==> config.mk <==
export PLATFORM = sky130hd
export DESIGN_NAME = chacha_ctrl
export DESIGN_NICKNAME = d
export VERILOG_FILES = /design/src/rtl/chacha_ctrl.sv
export SDC_FILE = /design/constraint.sdc
export NUM_CORES = 1
export LEC_CHECK = 0
export BUFFER_PORTS_ARGS = -buffer_cell sky130_fd_sc_hd__buf_2
export CORE_MARGIN = 2
export CORE_UTILIZATION = 46
export DETAILED_ROUTE_END_ITERATION = 6
export PLACE_DENSITY = 0.81
export SLEW_MARGIN = 20
export SYNTH_ARGS = -nofsm -noshare
export SYNTH_HDL_FRONTEND = slang
export SYNTH_SLANG_ARGS = --single-unit
==> constraint.sdc <==
create_clock -name clk -period 1.7 [get_ports clk]
set_input_delay 0 -clock clk [delete_from_list [all_inputs] [get_ports clk]]
set_output_delay 0 -clock clk [all_outputs]
set_load 0.03 [all_outputs]
==> src/rtl/chacha_ctrl.sv <==
// Sequencer for the ChaCha quarter-round array: clears the array, loads key/counter/nonce
// bytes from the host, steps ROUNDS rounds of calc cycles, then streams the raw state out.
module chacha_ctrl #(
    parameter int ROUNDS = 20
) (
    input  logic       clk,
    input  logic       rst_n,
    input  logic       start,
    output logic       busy,
    output logic       done,
    input  logic       in_valid,
    output logic       in_ready,
    input  logic [7:0] in_data,
    output logic       out_valid,
    input  logic       out_ready,
    output logic [7:0] out_data,
    output logic       blk_clear,
    output logic       blk_write,
    output logic       blk_calc,
    output logic [1:0] blk_step,
    output logic       blk_diag,
    output logic [5:0] blk_addr,
    output logic [7:0] blk_wdata,
    input  logic [7:0] blk_rdata
);

    // Handshakes: a byte moves on a cycle where valid and ready are both high at the
    // rising clock edge; valid/ready never wait on each other combinationally here.

    typedef enum logic [2:0] {
        S_IDLE  = 3'd0,
        S_CLEAR = 3'd1,
        S_LOAD  = 3'd2,
        S_RUN   = 3'd3,
        S_OUT   = 3'd4
    } state_t;

    localparam logic [4:0] LAST_RND   = 5'(ROUNDS - 1);
    localparam logic [5:0] FIRST_LOAD = 6'd16;
    localparam logic [5:0] LAST_BYTE  = 6'd63;

    state_t     state_q, state_d;
    logic [5:0] byte_cnt_q, byte_cnt_d;
    logic [4:0] rnd_cnt_q, rnd_cnt_d;
    logic [1:0] step_cnt_q, step_cnt_d;

    always_ff @(posedge clk) begin
        if (!rst_n) begin
            state_q    <= S_IDLE;
            byte_cnt_q <= 6'd0;
            rnd_cnt_q  <= 5'd0;
            step_cnt_q <= 2'd0;
        end else begin
            state_q    <= state_d;
            byte_cnt_q <= byte_cnt_d;
            rnd_cnt_q  <= rnd_cnt_d;
            step_cnt_q <= step_cnt_d;
        end
    end

    always_comb begin
        state_d    = state_q;
        byte_cnt_d = byte_cnt_q;
        rnd_cnt_d  = rnd_cnt_q;
        step_cnt_d = step_cnt_q;
        busy       = 1'b0;
        done       = 1'b0;
        in_ready   = 1'b0;
        out_valid  = 1'b0;
        out_data   = 8'd0;
        blk_clear  = 1'b0;
        blk_write  = 1'b0;
        blk_calc   = 1'b0;
        blk_step   = 2'd0;
        blk_diag   = 1'b0;
        blk_addr   = 6'd0;
        blk_wdata  = 8'd0;

        case (state_q)
            S_IDLE: begin
                if (start) begin
                    state_d = S_CLEAR;
                end
            end

            S_CLEAR: begin
                busy       = 1'b1;
                blk_clear  = 1'b1;
                byte_cnt_d = FIRST_LOAD;
                state_d    = S_LOAD;
            end

            // Host bytes go straight through to the array; row 0 keeps its reset constants.
            S_LOAD: begin
                busy      = 1'b1;
                in_ready  = 1'b1;
                blk_write = in_valid;
                blk_addr  = byte_cnt_q;
                blk_wdata = in_data;
                if (in_valid) begin
                    if (byte_cnt_q == LAST_BYTE) begin
                        byte_cnt_d = 6'd0;
                        state_d    = S_RUN;
                    end else begin
                        byte_cnt_d = byte_cnt_q + 6'd1;
                    end
                end
            end

            // Even rounds use column routing, odd rounds diagonal routing.
            S_RUN: begin
                busy     = 1'b1;
                blk_calc = 1'b1;
                blk_step = step_cnt_q;
                blk_diag = rnd_cnt_q[0];
                if (step_cnt_q == 2'd3) begin
                    step_cnt_d = 2'd0;
                    if (rnd_cnt_q == LAST_RND) begin
                        rnd_cnt_d = 5'd0;
                        state_d   = S_OUT;
                    end else begin
                        rnd_cnt_d = rnd_cnt_q + 5'd1;
                    end
                end else begin
                    step_cnt_d = step_cnt_q + 2'd1;
                end
            end

            S_OUT: begin
                busy      = 1'b1;
                out_valid = 1'b1;
                blk_addr  = byte_cnt_q;
                out_data  = blk_rdata;
                if (out_ready) begin
                    if (byte_cnt_q == LAST_BYTE) begin
                        done       = 1'b1;
                        byte_cnt_d = 6'd0;
                        state_d    = S_IDLE;
                    end else begin
                        byte_cnt_d = byte_cnt_q + 6'd1;
                    end
                end
            end

            default: begin
                state_d = S_IDLE;
            end
        endcase
    end

endmodule
Yosys cells after proc, flatten, opt, wreduce, memory -nomap -nowiden
Index checks and enable logic that the tools add are counted.
{"block": "op_classes", "add_sub_neg": 3, "eq_ne": 14, "n_reduce_logical": 7, "mux": 28}
{"operator": "2-to-1 mux 6 bit", "n": 4}
{"operator": "2-to-1 mux 3 bit", "n": 7}
{"operator": "case mux 6 bit (3 select lines)", "n": 1}
{"operator": "2-to-1 mux 8 bit", "n": 2}
{"operator": "case mux 3 bit (5 select lines)", "n": 1}
{"operator": "inequality test 2 bit, second input constant", "n": 7}
{"operator": "2-to-1 mux 1 bit", "n": 10}
{"operator": "AND reduction 7 bit", "n": 1}
{"operator": "adder 6 x 1 -> 6 bit, second input constant", "n": 1}
{"operator": "equality test 3 x 2 -> 1 bit, second input constant", "n": 2}
{"operator": "equality test 6 bit, second input constant", "n": 1}
{"operator": "adder 5 x 1 -> 5 bit, second input constant", "n": 1}
{"operator": "equality test 5 bit, second input constant", "n": 1}
{"operator": "2-to-1 mux 5 bit", "n": 1}
{"operator": "2-to-1 mux 2 bit", "n": 2}
{"operator": "OR reduction 4 bit", "n": 1}
{"operator": "equality test 3 x 1 -> 1 bit, second input constant", "n": 1}
{"operator": "equality test 3 bit, second input constant", "n": 1}
{"operator": "zero test 3 bit", "n": 1}
{"operator": "AND reduction 3 bit", "n": 1}
{"operator": "nonzero test 3 bit", "n": 1}
{"operator": "adder 2 x 1 -> 2 bit, second input constant", "n": 1}
{"operator": "equality test 2 bit, second input constant", "n": 1}
{"operator": "AND reduction 2 bit", "n": 1}
{"operator": "OR reduction 2 bit", "n": 1}
{"block": "totals", "elab_cells": 56, "reg_bits": 16}

Longest topological paths before layout
Gate-level depths: netlist (run 1).
{"block": "logic_depth", "depth_word": 4, "depth_mapped": 6, "ltp_nobuf": 5}

Worst setup path after synthesis (run 1)
Ideal clock, no wire load.
{"block": "synth_path", "path_kind": "register -> output", "start": "register state_q[1]", "end": "output port blk_wdata[0]", "arrival_time_ns": 1.876, "path_stages_with_launch": 5, "path_slack_ns": -0.176, "cell_sequence": "dfxtp_1 > buf_8 > inv_1 > nor3_1 > and2_1"}
{"block": "synth_between", "elab_chain_cells": 2}
{"item": "from (decl)", "line": "42", "text": "state_t state_q, state_d;"}
{"item": "from (signal assigned)", "line": "54", "text": "state_q <= state_d;"}
{"item": "equality test 3 x 2 -> 1 bit", "line": "79", "text": "case (state_q)"}
{"item": "2-to-1 mux 8 bit", "line": "79"}
{"item": "to (decl)", "line": "23", "text": "output logic [7:0] blk_wdata,"}
Every way passes these cells.

Final worst setup path (run 1)
{"block": "layout_path", "start": "register state_q[2]", "end": "output port blk_addr[0]"}
{"block": "layout_between", "elab_chain_cells": 3, "elab_cells_between_ends": 4}
{"item": "equality test 3 bit or equality test 3 x 2 -> 1 bit (tied branches)", "line": "79"}
{"item": "OR reduction 2 bit (no source line) (*)"}
{"item": "2-to-1 mux 6 bit (*)", "line": "79"}
{"item": "to (decl)", "line": "22", "text": "output logic [5:0] blk_addr,"}
Every way passes the cells marked *; elsewhere a longest branch is shown, timed or not.

==> run_results.csv, run 1 <==
group,metric,value,unit
layout,utilization,0.639,
placed_design,routabilityCongestion,0.811,
routing,wl_per_cell,13.6,um
yosys,synth-simple-area-share,0.398,
clock_network,clkTransAtPathRegs,0.10,ns
global_routing,grt_pass1_vias,1040,
timing,fin_crit_sh,0.962,
yosys,synthMuxAreaShare,0.00861,
job,cap_violations,0,
die,ios,53,
yosys,yosysWarnings,0,
yosys,seq_area_frac_synth,0.276,
placed_design,portBuffers,52,
critical_path,start_kind,"flop",
yosys,synth.distinct_cells,50,
critical_path,critical_path_arrival,1.64,ns
timing,final_max_slew_viol_count,0,
power,leakage,0.759,nW
timing,fin_crit,1.64,ns
clock_network,ctsHtreeMaxLevel,1,
yosys,synth_compound_area_frac,0.215,
global_routing,grt_antenna_before_repair,0,
yosys,async_flop_share,0,
timing,rsz0062_at_grt,"true",
power,p_sw,0.322,mW
power,p_int,0.632,mW
routing,remaining_drc_errors,0,
timing,tightest_slew,0.500,ns
min_path,hold_depth,3,
yosys,yosys.area_share.adder,0.0323,
layout,diodes,0,
yosys,synth_top_family_by_area,"simple AND/OR/NAND/NOR gates",
critical_path,r2r.worst_path.cells,4,
die,fp.dieH,54.3,um
global_routing,grt-ovfl-total,0,
timing,finalSetupTns,0,ns
critical_path,end_kind,"primary output",
layout,area_delta_synth_final,33.8,%
layout,fin_cells,226,
power,seq_power_share,0.431,
global_routing,grt_usage,0.196,
die,core_area,2430,um2
clock_network,cts_tree,"yes",
timing,fin_worst_skew,0.00301,ns
layout,drive_above_1_share,0.449,
clock_network,cts_setup_buffers,0,
min_path,min_path_type,"in2reg",
yosys,synth_xor_xnor_area_share,0.0215,
clock_network,cts_buffers,3,
status,outcome,"finished, final reports clean",
timing,setup_viol,0,
routing,drt_wl_total,3.08,mm
timing,hold_viol,0,
placed_design,dp.cells,221,
yosys,syn-cell-area,1160,um2
routing,drt_first_pass_iters,4,
power,ir_worst_vdd,0.436,mV
die,initial_core_util,0.478,
power,swShare,0.337,
yosys,synth-seq-cells,16,
die,die_width,54.3,um
yosys,synth-edff-count,0,
routing,drtIter0Drc,18,
placed_design,dp_hpwl,2.32,mm
critical_path,worstPathRequired,1.70,ns
critical_path,reg2reg_from,"state_q[0]",
yosys,synthCells,136,
routing,ant_nets,0,
power,clkPwrFrac,0.270,
global_routing,grt_max_degree,15,
layout,fin_nets,221,
clock_network,clock_path_buffers,2,
die,dieArea,2950,um2
global_routing,grt_pass1_wl,4.30,mm
power,combPwrFrac,0.299,
critical_path,worstSetupStartpoint,"state_q[2]",
routing,vias_per_cell,5.58,
critical_path,crit_type,"reg2out",
yosys,syn_avg_cell_area,8.55,um2
min_path,hp-start,"start",
timing,max_freq,611,MHz
yosys,synth_ff_type,"dfxtp_1",
clock_network,cts_root_buffer,"clkbuf_4",
die,rows,18,
routing,num_vias,1260,
clock_network,clk_latency,0.28,ns
clock_network,cts.sink_count,16,
yosys,syn_nets,160,
timing,max_slew_margin,0.666,
critical_path,cp_max_fo,11,
power,p_per_area,614,nW/um2
[power groups by stage]
stage	logic (mW)	registers (mW)	clock network [mW]
CTS	0.281	0.410	0.263
finish	0.285	0.412	0.258
floorplan	0.201	0.403	0
global route	0.307	0.414	0.280
detailed placement	0.278	0.417	0
global placement	0.271	0.416	0
[critical path, stage by stage, from the launching register on]
cell and delay, ns:
dfxtp_1 0.34, buf_4 0.19, xnor2_2 0.23, nor2_1 0.08, buf_4 0.16, and2_1 0.16
buf_2 0.18
[cells by family (layout without fill, tap and decap cells)]
logic type / Yosys count / count (layout)
fa+ha+maj: 3 / 3
compound gates: 32 / 32
simple gates: 73 / 73
flops: 16 / 16
buf+inv: 9 / 69
xor+xnor: 2 / 2
mux: 1 / 1
[cells in the final DEF (no fill, tap or decap), types with 5 or more instances in the layout]
cell type  instances
a21oi_1           10
and2_1            26
buf_2             51
buf_4              8
dfxtp_1           13
nand2_1            9
nand3_1            7
nor2_1             7
nor3_1             5
[what timing repair did]
action / in CTS / in global routing
hold endpoints to repair: 1 / 0
setup endpoints to repair: 11 / 6
hold buffers: 1 / 0
gates cloned: 0 / 0
gates resized for setup: 1 / 9
[final cells by class]
cell class	instances	area [um2]
Multi-Input combinational cell	111	807
Tap cell	30	37.5
Inverter	4	15.0
Clock buffer	4	36.3
Fill cell	201	877
Sequential cell	16	327
Timing Repair Buffer	61	333
[sequential cells by signal, indices dropped and copies added (netlist names)]
| register | cells |
|---|---|
| byte_cnt_q | 6 |
| rnd_cnt_q | 5 |
| state_q | 3 |
| step_cnt_q | 2 |
[synth_stat cells (2+ instances only)]
cell type | instances | area [um2]
dfxtp_1 | 16 | 320
o31a_1 | 2 | 17.5
inv_1 | 3 | 11.3
o21ai_0 | 2 | 10.0
and3_1 | 2 | 12.5
a21oi_1 | 10 | 50.1
a31oi_1 | 4 | 25.0
nor3_1 | 6 | 30.0
nand2_1 | 9 | 33.8
o211ai_1 | 2 | 15.0
nand3_1 | 7 | 35.0
nor2_1 | 7 | 26.3
clkbuf_1 | 2 | 7.51
ha_1 | 3 | 37.5
and2_1 | 26 | 163
[metal layers]
| metal | vias to the layer above | global-route usage | part of all wire |
|---|---|---|---|
| met5 | - | 0 | 0 |
| met4 | 0 | 0.117 | 0.022 |
| met3 | 8 | 0.0137 | 0.079 |
| met2 | 61 | 0.355 | 0.50 |
| met1 | 581 | 0.224 | 0.39 |
| li1 | 610 | - | - |
[metrics by stage]
stage                     area, um2  setup slack, ns  power (mW)  hold WS [ns]
after floorplan                1170            0.132       0.603         0.128
after global placement         1480            0.169       0.687         0.301
after detailed placement       1480           0.0826       0.695         0.309
after CTS                      1530          0.00709       0.953        0.0463
after global routing           1560         -0.00422        1.00        0.0866
final                          1560           0.0640       0.954        0.0554
[path summary, 6_finish.rpt]
path	slack, ns	endpoint
max reg2reg	0.09	byte_cnt_q[4]
max	0.06	blk_addr[0]
min	0.06	state_q[0]
min reg2reg	0.48	byte_cnt_q[1]
Note: power is estimated with default switching activity, not from simulation.
==> run 2: changes to the inputs <==
--- a/config.mk
+++ b/config.mk
@@ -6,10 +6,12 @@
 export NUM_CORES = 1
 export LEC_CHECK = 0
 export BUFFER_PORTS_ARGS = -buffer_cell sky130_fd_sc_hd__buf_2
+export CELL_PAD_IN_SITES_DETAIL_PLACEMENT = 1
+export CELL_PAD_IN_SITES_GLOBAL_PLACEMENT = 2
 export CORE_MARGIN = 2
-export CORE_UTILIZATION = 46
+export CORE_UTILIZATION = 25
 export DETAILED_ROUTE_END_ITERATION = 6
-export PLACE_DENSITY = 0.81
+export PLACE_DENSITY = 0.8
 export SLEW_MARGIN = 20
 export SYNTH_ARGS = -nofsm -noshare
 export SYNTH_HDL_FRONTEND = slang
==> run_results.csv, run 2 (same netlist as run 1, synthesis figures left out) <==
group,metric,value,unit
status,outcome,"finished, final reports clean",
timing,fin_crit,1.61,ns
layout,drive_above_1_share,0.467,
clock_network,cts_tree,"yes",
critical_path,end_kind,"primary output",
routing,ant_nets,0,
layout,area_delta_synth_final,39.8,%
clock_network,cts_setup_buffers,0,
die,rows,24,
placed_design,postPlaceCellArea,1530,um2
global_routing,grt_pass1_vias,1303,
routing,wl_per_cell,14.7,um
power,ir_worst_vdd,0.263,mV
global_routing,grt_usage,0.141,
layout,regMostFlops,"byte_cnt_q",
die,initial_core_util,0.263,
critical_path,critical_path_arrival,1.61,ns
clock_network,clk_latency,0.25,ns
die,dieArea,5210,um2
timing,fin_worst_skew,0.00111,ns
global_routing,grt_antenna_before_repair,0,
critical_path,r2r_slack,0.13,ns
routing,drt_wl_total,3.65,mm
placed_design,dp.cells,245,
critical_path,critPathMaxStageDelay,0.35,ns
clock_network,holdBufCountCts,0,
layout,reg.largest.list,"byte_cnt_q x6, rnd_cnt_q x5, state_q x3",
min_path,min_to,"rnd_cnt_q[4]",
layout,utilization,0.368,
layout,fin_cells,249,
clock_network,cts.sink_count,16,
critical_path,worstPathRequired,1.70,ns
global_routing,grt_max_degree,15,
min_path,hold_depth,2,
global_routing,grt_pass1_wl,5.98,mm
clock_network,ctsHtreeMaxLevel,1,
job,cap_violations,0,
routing,vias_per_cell,4.96,
routing,remaining_drc_errors,0,
routing,drt_first_pass_iters,4,
timing,final_max_slew_viol_count,0,
critical_path,crit_type,"reg2out",
critical_path,reg2reg_from,"byte_cnt_q[0]",
layout,design_area,1630,um2
timing,tightest_slew,0.534,ns
timing,hold_viol,0,
die,die_width,72.2,um
power,p_per_area,649,nW/um2
critical_path,cp_max_fo,5,
min_path,min_path_type,"in2reg",
routing,drtIter0Drc,19,
clock_network,clkTransAtPathRegs,0.07,ns
timing,max_freq,622,MHz
critical_path,critPathSlowestCell,"dfxtp_2",
placed_design,portBuffers,52,
die,fp.dieH,72.2,um
critical_path,crit_chain,"ha_2 -> and3_2 -> and2_2 -> and3_1 -> clkbuf_4",
layout,final_common_cell,"buf_2",
layout,largest_reg_flops,6,
routing,num_vias,1236,
clock_network,cts_buffers,3,
die,core_area,4410,um2
layout,fin_nets,222,
timing,setup_viol,0,
critical_path,start_kind,"flop",
timing,rsz0062_at_grt,"false",
min_path,hp-start,"rst_n",
clock_network,cts_root_buffer,"clkbuf_8",
timing,fin_crit_sh,0.945,
layout,layout_common_cells,"51 x buf_2, 26 x and2_1, 12 x dfxtp_1",
timing,finalSetupTns,0,ns
power,leakage,0.776,nW
die,ios,53,
placed_design,routabilityCongestion,0.814,
layout,diodes,0,
critical_path,rr_endpoint,"state_q[0]",
placed_design,dp_hpwl,2.90,mm
clock_network,clock_path_buffers,2,
global_routing,grt-ovfl-total,0,
timing,max_slew_margin,0.644,
critical_path,r2r.worst_path.cells,5,
==> run 2: report_power, final <==
group          switching, mW  total, mW  internal, mW
clock network          0.140      0.345         0.205
logic                  0.182      0.299         0.117
registers             0.0226      0.410         0.388
total                  0.344       1.05         0.710
==> run 2: routing by layer <==
| layer | GRT usage | wire, um |
|---|---|---|
| met5 | 0 | 0 |
| met2 | 0.270 | 1970 |
| met1 | 0.159 | 1430 |
| met3 | 0.0236 | 208 |
| met4 | 0.0398 | 37 |
==> run 2: how the worst max path moves through the flow <==
stage	startpoint	to	depth (start not counted)
5_1_grt	byte_cnt_q[0]	state_q[0]	5
4_1_cts	byte_cnt_q[0]	state_q[0]	5
3_3_place_gp	byte_cnt_q[0]	byte_cnt_q[3]	5
2_1_floorplan	state_q[0]	done	4
3_5_place_dp	byte_cnt_q[0]	state_q[0]	5
6_report	byte_cnt_q[0]	done	5
==> run 2: area by class of cell <==
cell class,instances,area (um2)
Multi-Input combinational cell,111,825
Fill cell,545,2790
Clock buffer,4,55.1
Tap cell,52,65.1
Sequential cell,16,328
Inverter,4,15.0
Timing Repair Buffer,62,338
==> run 2: metrics by stage <==
stage | total power [mW] | setup WS [ns] | hold slack (ns)
3_3_place_gp | 0.695 | 0.150 | 0.310
6_report | 1.05 | 0.0931 | 0.0455
3_5_place_dp | 0.704 | 0.00959 | 0.308
5_1_grt | 1.12 | 0.00689 | 0.0510
2_1_floorplan | 0.603 | 0.132 | 0.128
4_1_cts | 1.06 | 0.00153 | 0.0428
==> run 2: critical path: cells and delay by family (launching register included) <==
kind | cells | cell delay (ns)
and+or+nand+nor | 3 | 0.64
adders and majority gates | 1 | 0.19
buffers and inverters | 1 | 0.18
DFF | 1 | 0.35
==> run 2: timing repair <==
| action | CTS | global route |
|---|---|---|
| pin swaps | 0 | 1 |
| endpoints found under the setup margin | 9 | 16 |
| resized for setup | 2 | 10 |
==> run 3: changes to the inputs <==
==> config.mk (replaced) <==
export PLATFORM = sky130hd
export DESIGN_NAME = chacha_ctrl
export DESIGN_NICKNAME = d
export VERILOG_FILES = /design/src/rtl/chacha_ctrl.sv
export SDC_FILE = /design/constraint.sdc
export NUM_CORES = 1
export LEC_CHECK = 0
export CELL_PAD_IN_SITES_DETAIL_PLACEMENT = 1
export CELL_PAD_IN_SITES_GLOBAL_PLACEMENT = 2
export CORE_MARGIN = 2
export CORE_UTILIZATION = 34
export DETAILED_ROUTE_END_ITERATION = 6
export DONT_BUFFER_PORTS = 1
export PLACE_DENSITY = 0.79
export SLEW_MARGIN = 20
export SYNTH_ARGS = -nofsm -noshare
export SYNTH_HDL_FRONTEND = slang
export SYNTH_SLANG_ARGS = --single-unit
==> run_results.csv, run 3 (same netlist as run 1, synthesis figures left out) <==
group,metric,value,unit
timing,fin_ws,0.0855,ns
die,fp.dieH,62.5,um
global_routing,grt_usage,0.174,
routing,drtIter0Drc,26,
clock_network,clock_path_buffers,2,
critical_path,end_kind,"primary output",
die,core_area,3310,um2
global_routing,grt-ovfl-total,0,
timing,hold_viol,0,
critical_path,critPathMaxStageDelay,0.43,ns
timing,whs,0.0000797,ns
placed_design,routabilityCongestion,0.791,
routing,drt_first_pass_iters,4,
power,leakage,0.651,nW
layout,final_common_cell,"buf_4",
layout,utilization,0.462,
placed_design,dp_hpwl,2.53,mm
timing,setup_viol,0,
global_routing,grt_pass1_vias,1151,
routing,vias_per_cell,5.26,
clock_network,clk_latency,0.30,ns
timing,fin_crit_sh,0.950,
timing,max_freq,619,MHz
critical_path,crit_type,"reg2out",
power,ir_worst_vdd,0.420,mV
placed_design,postPlaceCellArea,1410,um2
die,initial_core_util,0.351,
job,cap_violations,0,
critical_path,critPathSlowestCell,"dfxtp_2",
critical_path,worstPathRequired,1.70,ns
placed_design,portBuffers,0,
critical_path,crit_chain,"buf_4 -> inv_1 -> nor3_4 -> and2_1 -> buf_4",
clock_network,cts_root_buffer,"clkbuf_4",
layout,diodes,0,
placed_design,post-place-ws,0.0821,ns
critical_path,crit_top_cell,"buf_4",
die,dieArea,3900,um2
global_routing,grt_antenna_before_repair,0,
routing,drt_wl_total,3.40,mm
layout,layout_common_cells,"31 x buf_4, 20 x and2_1, 14 x dfxtp_1",
critical_path,cp_max_fo,6,
clock_network,cts.sink_count,16,
global_routing,grt_max_degree,15,
timing,max_slew_margin,0.644,
layout,design_area,1530,um2
clock_network,ctsHtreeMaxLevel,1,
layout,area_delta_synth_final,31.5,%
status,outcome,"finished, final reports clean",
timing,finalSetupTns,0,ns
die,die_width,62.5,um
clock_network,cts_tree,"yes",
routing,remaining_drc_errors,0,
layout,fin_nets,197,
die,rows,21,
timing,fin_worst_skew,0.00433,ns
layout,drive_above_1_share,0.374,
layout,regMostFlops,"byte_cnt_q",
min_path,min_path_type,"in2reg",
clock_network,cts_buffers,3,
critical_path,critical_path_arrival,1.61,ns
timing,fin_crit,1.61,ns
routing,wl_per_cell,15.7,um
power,p_per_area,603,nW/um2
layout,largest_reg_flops,6,
clock_network,clkTransAtPathRegs,0.10,ns
global_routing,grt_pass1_wl,5.58,mm
die,ios,53,
critical_path,worst-path-buf-inv,3,
critical_path,start_kind,"flop",
timing,final_max_slew_viol_count,0,
routing,num_vias,1142,
critical_path,cp_top_family,"buffers and inverters",
routing,ant_nets,0,
timing,tightest_slew,0.533,ns
layout,reg.largest.list,"byte_cnt_q x6, rnd_cnt_q x5, state_q x3",
[run 3: final cells by class]
class | instances | area, um2
Sequential cell | 16 | 323
Timing Repair Buffer | 36 | 284
Multi-Input combinational cell | 112 | 827
Clock buffer | 3 | 22.5
Fill cell | 403 | 1780
Tap cell | 46 | 57.6
Inverter | 4 | 15.0
[run 3: report_power, final]
| part | internal [mW] | switching [mW] | total (mW) |
|---|---|---|---|
| Clock | 0.0826 | 0.133 | 0.216 |
| Sequential | 0.388 | 0.0152 | 0.403 |
| Combinational | 0.122 | 0.181 | 0.303 |
| Total | 0.592 | 0.329 | 0.921 |
[run 3: per-stage QoR]
step	total power, mW	instances
5_1_grt	0.967	217
6_report	0.921	217
2_1_floorplan	0.603	136
4_1_cts	0.906	214
3_3_place_gp	0.672	207
3_5_place_dp	0.679	207
[run 3: worst paths after layout]
kind	startpoint	end	slack, ns	cells past startpoint
max	state_q[1]	blk_wdata[3]	0.09	5
min	out_ready	state_q[1]	0.00008	2
max reg2reg	byte_cnt_q[0]	byte_cnt_q[5]	0.14	6
min reg2reg	step_cnt_q[1]	step_cnt_q[1]	0.48	2
[run 3: repair_timing]
| action | 4_1_cts | 5_1_grt |
|---|---|---|
| setup endpoints to repair | 12 | 13 |
| hold buffers | 4 | 0 |
| cloned | 0 | 1 |
| endpoints found under the hold margin | 9 | 0 |
| setup buffers | 0 | 2 |
| pin swaps | 0 | 3 |
| gates resized for setup | 3 | 10 |
[run 3: metal layers]
layer	vias to the layer above	track usage	routed length, um
met2	32	0.316	1780
met4	0	0.0472	29
li1	559	-	-
met5	-	0	0
met3	2	0.0378	190
met1	549	0.204	1410
